--- config.mk ---
export PLATFORM = sky130hd
export DESIGN_NAME = conv_window_ctrl
export DESIGN_NICKNAME = d
export VERILOG_FILES = /design/src/rtl/cnn_ctrl_pkg.sv /design/src/rtl/win_step_cnt.sv /design/src/rtl/conv_window_ctrl.sv
export SDC_FILE = /design/constraint.sdc
export NUM_CORES = 1
export LEC_CHECK = 0
export CORE_UTILIZATION = 35
export DETAILED_ROUTE_END_ITERATION = 10
export RECOVER_POWER = 100
export SETUP_SLACK_MARGIN = 0.1
export SLEW_MARGIN = 20
export SYNTH_ARGS = -nofsm -noshare
export SYNTH_HDL_FRONTEND = slang
export SYNTH_SLANG_ARGS = --single-unit
export TNS_END_PERCENT = 30
--- constraint.sdc ---
create_clock -name CLK -period 3.95 [get_ports CLK]
set_input_delay 0.395 -clock CLK [delete_from_list [all_inputs] [get_ports CLK]]
set_output_delay 0.395 -clock CLK [all_outputs]
set_load 0.05 [all_outputs]
--- src/rtl/cnn_ctrl_pkg.sv ---
// cnn_ctrl_pkg: shared FSM encoding and geometry helpers for the conv layer controllers
package cnn_ctrl_pkg;
   typedef enum logic [1:0] {IDLE, RUN, DRAIN, DONE} state_t;
   function automatic int ow_f(input int img_w, input int k);
      return img_w - k + 1;
   endfunction
   function automatic int oh_f(input int img_h, input int k);
      return img_h - k + 1;
   endfunction
   function automatic int taps_f(input int k);
      return k * k;
   endfunction
   // width needed to count 0..n-1, never narrower than one bit
   function automatic int cw_f(input int n);
      return (n < 2) ? 1 : $clog2(n);
   endfunction
   localparam int OW = ow_f(28, 3);
   localparam int OH = oh_f(28, 3);
   localparam int TAPS = taps_f(3);
endpackage

--- src/rtl/win_step_cnt.sv ---
// win_step_cnt: wrap-around counter with clock enable and synchronous clear
module win_step_cnt #(
   parameter int W = 2,
   parameter int MAX = 2
) (
   input  logic         CLK,
   input  logic         CE,
   input  logic         SCLR,
   output logic [W-1:0] Q,
   output logic         TC
);
   assign TC = Q == W'(MAX);
   always_ff @(posedge CLK)
      if (SCLR) Q <= '0;
      else if (CE) Q <= TC ? '0 : Q + 1'b1;
endmodule

--- src/rtl/conv_window_ctrl.sv ---
// conv_window_ctrl: KxK stride-1 window scan address generator with tagged read pipeline
module conv_window_ctrl
   import cnn_ctrl_pkg::*;
#(
   parameter int IMG_W = 28,
   parameter int IMG_H = 28,
   parameter int K = 3,
   parameter int ADDR_W = 10,
   parameter int RD_LAT = 1
) (
   input  logic              CLK,
   input  logic              RST,
   input  logic              start,
   input  logic              stall,
   output logic              busy,
   output logic              done,
   output logic              rd_en,
   output logic [ADDR_W-1:0] rd_addr,
   output logic              acc_vld,
   output logic              acc_first,
   output logic              acc_last,
   output logic [ADDR_W-1:0] out_addr
);
   localparam int OWL = ow_f(IMG_W, K);
   localparam int OHL = oh_f(IMG_H, K);
   localparam int KW = cw_f(K);
   localparam int OCW = cw_f(OWL);
   localparam int ORW = cw_f(OHL);
   localparam int DW = cw_f(RD_LAT);
   typedef struct packed {
      logic              vld;
      logic              first;
      logic              last;
      logic [ADDR_W-1:0] oa;
   } tag_t;
   state_t state, state_n;
   logic [DW-1:0] dcnt;
   logic [KW-1:0] kc, kr;
   logic [OCW-1:0] oc;
   logic [ORW-1:0] orow;
   logic kc_tc, kr_tc, oc_tc, or_tc, sclr;
   tag_t tin;
   tag_t pipe [RD_LAT];
   assign sclr = !RST;
   win_step_cnt #(.W(KW), .MAX(K-1)) u_kc (
      .CLK, .CE(rd_en), .SCLR(sclr), .Q(kc), .TC(kc_tc)
   );
   win_step_cnt #(.W(KW), .MAX(K-1)) u_kr (
      .CLK, .CE(rd_en && kc_tc), .SCLR(sclr), .Q(kr), .TC(kr_tc)
   );
   win_step_cnt #(.W(OCW), .MAX(OWL-1)) u_oc (
      .CLK, .CE(rd_en && kc_tc && kr_tc), .SCLR(sclr), .Q(oc), .TC(oc_tc)
   );
   win_step_cnt #(.W(ORW), .MAX(OHL-1)) u_or (
      .CLK, .CE(rd_en && kc_tc && kr_tc && oc_tc), .SCLR(sclr), .Q(orow), .TC(or_tc)
   );
   always_ff @(posedge CLK)
      if (!RST) begin
         state <= IDLE;
         dcnt <= '0;
      end else begin
         state <= state_n;
         dcnt <= (state == DRAIN) ? dcnt + 1'b1 : '0;
      end
   always_comb begin
      state_n = state;
      rd_en = state == RUN && !stall;
      busy = state != IDLE;
      done = state == DONE;
      case (state)
         IDLE:    if (start) state_n = RUN;
         RUN:     if (rd_en && kc_tc && kr_tc && oc_tc && or_tc) state_n = DRAIN;
         DRAIN:   if (dcnt == DW'(RD_LAT-1)) state_n = DONE;
         default: state_n = IDLE;
      endcase
   end
   assign rd_addr = ADDR_W'((32'(orow) + 32'(kr)) * IMG_W + 32'(oc) + 32'(kc));
   always_comb begin
      tin.vld = rd_en;
      tin.first = rd_en && kc == '0 && kr == '0;
      tin.last = rd_en && kc_tc && kr_tc;
      tin.oa = ADDR_W'(32'(orow) * OWL + 32'(oc));
   end
   // shifts every cycle so a stalled cycle becomes a bubble downstream
   always_ff @(posedge CLK)
      if (!RST) begin
         for (int i = 0; i < RD_LAT; i++) pipe[i] <= '0;
      end else begin
         pipe[0] <= tin;
         for (int i = 1; i < RD_LAT; i++) pipe[i] <= pipe[i-1];
      end
   assign acc_vld = pipe[RD_LAT-1].vld;
   assign acc_first = pipe[RD_LAT-1].first;
   assign acc_last = pipe[RD_LAT-1].last;
   assign out_addr = pipe[RD_LAT-1].oa;
endmodule

==> run summary, run 1 <==
YOSYS
-------------------------------------------------------------------------------------
Xor/xnor cell area share of the yosys netlist                                  11.46%
Cell area after synthesis                                                0.002446 mm2
Cells taking the most area after synthesis                               sky130_fd_sc_hd__dfxtp_1 25%, sky130_fd_sc_hd__ha_1 20%, sky130_fd_sc_hd__xnor2_1 7.5%, sky130_fd_sc_hd__fa_1 7.4%, sky130_fd_sc_hd__inv_1 5.1%
Synth Area in Simple Gates                                                     19.23%
Number of enable-type register cells in the synthesized netlist                     0
Largest family of logic cells by synthesized area                         adder cells
Yosys top cell by area                                                   sky130_fd_sc_hd__dfxtp_1
Compound-Gate Fraction of Synth Area                                           10.18%
Synth Instances                                                                   273
Sequential area share after synthesis                                          24.55%
Area fraction of the dominant cell type after synthesis                        24.55%
Fraction of the mapped netlist area in adder cells                             27.83%
Synthesized area per cell                                                   8.960 um2
Number of synthesized register bits                                                30
Count of distinct cell types in the synthesized netlist                            43
Syn Nets                                                                          326
Number of warnings reported in the yosys synthesis log                              0
Most frequently used flop master after synthesis                         sky130_fd_sc_hd__dfxtp_1
Asr flop ratio synth                                                               0%
Portion of netlist area occupied by mux cells                                  1.228%

PLACED DESIGN
-------------------------------------------------------------------------------------
Placed Instance Area                                                     0.002959 mm2
Post-DP HPWL                                                                 3.652 mm
Placed cell count                                                                 386
Global placer's final weighted congestion                                      0.8006
Quantity of I/O buffers inserted on ports                                          29

STA
-------------------------------------------------------------------------------------
Final worst path period share                                                  99.13%
Layout Skew                                                               0.007763 ns
Slew Viols, Final                                                                   0
Final Critical Period                                                        3.915 ns
Worst Max-Slew Pin Slew                                                      1.403 ns
Setup-failing EPs final                                                             0
Unrepaired setup endpoints after global routing                                  true
Total negative slack                                                             0 ns
Final hold violation count                                                          0
Highest clock rate                                                          255.4 MHz
Worst slew margin                                                              5.618%

PWR
-------------------------------------------------------------------------------------
Total Power                                                               0.0007544 W
Proportion of power drawn by the clock network                                  33.2%
Combinational share of power                                                    22.5%
Internal power                                                            0.0004996 W
Power Dens Cells                                                         241.4 mW/mm2
Worst ir drop on vdd                                                      0.0001612 V
Switching portion of total power                                               33.78%
Leakage power of the design                                                  1.581 nW
Sequential share of power                                                       44.3%
P_sw                                                                      0.0002548 W

DETAILED ROUTING
-------------------------------------------------------------------------------------
Initial detailed-routing violation count                                           35
Post-detailed-route wirelength per cell                                      11.62 um
Via count                                                                       1,902
Number of nets still failing antenna checks after routing                           0
Post-detailed-route via-to-cell ratio                                           4.803
Wirelength, routed                                                           4.601 mm
TritonRoute pass-1 iters                                                            4
Remaining DRCs                                                                      0

CLOCKING
-------------------------------------------------------------------------------------
Sinks on the clock net                                                             30
Insertion delay of the later-clocked pin in the worst-skew pair               0.28 ns
TritonCTS clock tree                                                              yes
CTS H-tree lvls                                                                     2
Deepest clock path buffer count                                                     2
Clock buffer count from CTS                                                         5
Buffer type at the clock tree root                                       sky130_fd_sc_hd__clkbuf_8
Clock-pin slew of the registers on the worst-case setup and hold paths        0.07 ns

GLOBAL ROUTE
-------------------------------------------------------------------------------------
Wire length of the first global-routing pass                                 8.487 mm
Total congestion overflow after global routing                                      0
Global router's overall resource usage                                         14.31%
Initial antenna violation count                                                     0
Vias in the first global route                                                  1,934
Largest net degree at the start of global routing                                  26

CRITICAL PATH
-------------------------------------------------------------------------------------
Startpoint of the worst setup timing path                                u_kr.Q[0]$_SDFFE_PN0P_
Highest net fanout along the worst path                                             2
Data arrival time at the worst-slack endpoint                                 3.52 ns
Path type of the worst setup path                                        flip-flop to primary output
Crit. End Element                                                        primary output
CP Launch Type                                                              flip-flop
Worst flop-to-flop path startpoint                                       u_or.Q[0]$_SDFFE_PN0P_
Worst Path Required                                                           3.56 ns

FLOORPLAN
-------------------------------------------------------------------------------------
Overall die height                                                           85.60 um
Number of I/O pins                                                                 30
Row count                                                                          30
Core area                                                                0.006756 mm2
Width of the die                                                             85.60 um
Initial cell density of the core                                               36.20%
Die Outline Area                                                         0.007327 mm2

CELLS AND AREA
-------------------------------------------------------------------------------------
Share of post-route cells with drive strength above 1                          14.24%
Final #Nets                                                                       368
Final standard cell area without fillers                                 0.003126 mm2
Synthesis-to-layout area growth                                                27.78%
Count of antenna diodes in the layout                                               0
Fillcell total                                                                    674
Number of standard cells in the final layout excluding fillers                    396

HOLD PATH
-------------------------------------------------------------------------------------
Path category of the worst min-delay check                               flip-flop to flip-flop
Origin of the worst min-delay path                                       dcnt$_SDFF_PN0_

RUN
-------------------------------------------------------------------------------------
Max Cap Viol                                                                        0

RUN STATUS
-------------------------------------------------------------------------------------
Result of the run                                                        complete, no violations

## per-layer routing
metal / vias to the layer above / wire (um) / track usage, %
li1: 993 / - / -
met1: 879 / 2232 / 17.66
met2: 25 / 2223 / 25.16
met4: 0 / 36 / 4.697
met3: 5 / 108 / 2.599
met5: - / 0 / 0
## cell families after synthesis
| group | Yosys count |
|---|---|
| AOI/OAI and AO/OA | 37 |
| xor gates and xnor gates | 32 |
| adders and majority gates | 49 |
| buffers and inverters | 36 |
| DFF | 30 |
| muxes | 3 |
| and+or+nand+nor | 86 |
## cell type report
| cell class | instances | area [um2] | area share (%) |
|---|---|---|---|
| clock buffer | 5 | 68.82 | 2.202 |
| clock inverter | 3 | 21.27 | 0.6805 |
| inverter | 33 | 123.9 | 3.963 |
| multi-input combinational | 207 | 1795 | 57.45 |
| sequential | 30 | 605.6 | 19.38 |
| tap | 80 | 100.1 | 3.203 |
| timing repair buffer | 38 | 410.4 | 13.13 |
## repair_timing
item                                    in CTS  in global routing
hold buffers                                 0                  0
setup buffers                                2                  0
endpoints found under the setup margin       4                  4
pin swaps                                    9                  6
resized for setup                           16                  9
## path summary, 6_finish.rpt
check	end	slack, ns	cells past startpoint
max	rd_addr[9]	0.03	13
max reg2reg	pipe[0][8]$_SDFF_PN0_	0.70	10
min reg2reg	dcnt$_SDFF_PN0_	0.42	1
min	dcnt$_SDFF_PN0_	0.42	1
## sequential cells by signal, indices dropped and copies added, names as in the netlist
name and flops:
u_kc.Q 2, u_oc.Q 5, dcnt 1, u_kr.Q 2, u_or.Q 5, state 2, pipe 13
## power groups by stage
stage	Clock, W	Sequential (W)	Combinational [W]
finish	0.000251	0.000334	0.000169
global route	0.000268	0.000337	0.000184
CTS	0.000258	0.000335	0.000184
detailed placement	0	0.000342	0.000184
global placement	0	0.000341	0.000183
floorplan	0	0.000347	0.000128
## cell usage in the layout (no fill, tap or decap), types with 2 or more instances in the layout
cell type	instances
sky130_fd_sc_hd__mux2i_1	3
sky130_fd_sc_hd__nand2_1	16
sky130_fd_sc_hd__nand4_1	2
sky130_fd_sc_hd__a21o_1	4
sky130_fd_sc_hd__and3b_1	2
sky130_fd_sc_hd__xor2_2	2
sky130_fd_sc_hd__buf_4	8
sky130_fd_sc_hd__fa_1	7
sky130_fd_sc_hd__o21ai_0	5
sky130_fd_sc_hd__or3_1	2
sky130_fd_sc_hd__xnor2_2	5
sky130_fd_sc_hd__dfxtp_1	26
sky130_fd_sc_hd__nand2b_1	6
sky130_fd_sc_hd__clkbuf_8	5
sky130_fd_sc_hd__and3_1	2
sky130_fd_sc_hd__nor3_1	3
sky130_fd_sc_hd__a21boi_0	2
sky130_fd_sc_hd__xor2_1	9
sky130_fd_sc_hd__fa_2	2
sky130_fd_sc_hd__dfxtp_2	4
sky130_fd_sc_hd__clkdlybuf4s50_1	2
sky130_fd_sc_hd__clkbuf_1	2
sky130_fd_sc_hd__nor2_1	25
sky130_fd_sc_hd__inv_2	2
sky130_fd_sc_hd__nand3_1	3
sky130_fd_sc_hd__and2_1	8
sky130_fd_sc_hd__a21oi_1	10
sky130_fd_sc_hd__ha_1	38
sky130_fd_sc_hd__dlygate4sd3_1	21
sky130_fd_sc_hd__a211oi_1	3
sky130_fd_sc_hd__o21bai_1	4
sky130_fd_sc_hd__nor4_1	2
sky130_fd_sc_hd__inv_1	31
sky130_fd_sc_hd__buf_12	4
sky130_fd_sc_hd__nor2b_1	5
sky130_fd_sc_hd__xnor2_1	16
sky130_fd_sc_hd__ha_4	2
## synth_stat cells (2+ instances only)
cell                       number
sky130_fd_sc_hd__nand4_1        2
sky130_fd_sc_hd__xnor2_1       21
sky130_fd_sc_hd__nor2b_1        5
sky130_fd_sc_hd__nand3_1        3
sky130_fd_sc_hd__a21oi_1       10
sky130_fd_sc_hd__ha_1          40
sky130_fd_sc_hd__nor3_1         2
sky130_fd_sc_hd__and3_1         2
sky130_fd_sc_hd__a21boi_0       2
sky130_fd_sc_hd__a21o_1         4
sky130_fd_sc_hd__mux2i_1        3
sky130_fd_sc_hd__o21bai_1       4
sky130_fd_sc_hd__nand2_1       17
sky130_fd_sc_hd__o21ai_0        6
sky130_fd_sc_hd__a211oi_1       4
sky130_fd_sc_hd__and3b_1        2
sky130_fd_sc_hd__xor2_1        11
sky130_fd_sc_hd__or3_1          2
sky130_fd_sc_hd__nand2b_1       6
sky130_fd_sc_hd__fa_1           9
sky130_fd_sc_hd__inv_1         33
sky130_fd_sc_hd__and2_1         9
sky130_fd_sc_hd__nor2_1        25
sky130_fd_sc_hd__dfxtp_1       30
sky130_fd_sc_hd__clkbuf_1       3
## through the flow
step                setup WS, ns  hold WS, ns  util, %
floorplan               -0.08663       0.3895        -
global placement          0.1152       0.4022    43.80
detailed placement       0.04655       0.4049    43.80
CTS                     -0.01054       0.4148    46.35
global route             -0.1206       0.4547    46.26
finish                   0.03454       0.4186    46.26
## worst max-delay path: stages (launching register included)
cell and delay (ns):
sky130_fd_sc_hd__dfxtp_2 0.34, sky130_fd_sc_hd__ha_4 0.17, sky130_fd_sc_hd__fa_2 0.57, sky130_fd_sc_hd__inv_1 0.06
sky130_fd_sc_hd__fa_1 0.51, sky130_fd_sc_hd__inv_2 0.05, sky130_fd_sc_hd__ha_4 0.16, sky130_fd_sc_hd__fa_2 0.34
sky130_fd_sc_hd__a21o_1 0.18, sky130_fd_sc_hd__a21oi_2 0.17, sky130_fd_sc_hd__xnor2_2 0.13, sky130_fd_sc_hd__nor4b_4 0.25
sky130_fd_sc_hd__xnor2_2 0.16, sky130_fd_sc_hd__buf_12 0.16
(Power assumes the default switching activity.)
==> run 2: changes to the inputs <==
--- a/config.mk
+++ b/config.mk
@@ -7,6 +7,7 @@
 export LEC_CHECK = 0
 export CORE_UTILIZATION = 35
 export DETAILED_ROUTE_END_ITERATION = 10
+export HOLD_SLACK_MARGIN = 0.05
 export RECOVER_POWER = 100
 export SETUP_SLACK_MARGIN = 0.1
 export SLEW_MARGIN = 20
==> results of run 2 <==
The final DEF is identical to that of run 1; final timing and power are the same.
==> run 3: changes to the inputs <==
--- a/config.mk
+++ b/config.mk
@@ -7,7 +7,7 @@
 export LEC_CHECK = 0
 export CORE_UTILIZATION = 35
 export DETAILED_ROUTE_END_ITERATION = 10
-export HOLD_SLACK_MARGIN = 0.05
+export HOLD_SLACK_MARGIN = 0.06
 export RECOVER_POWER = 100
 export SETUP_SLACK_MARGIN = 0.1
 export SLEW_MARGIN = 20
==> results of run 3 <==
The final DEF is identical to that of run 1; final timing and power are the same.
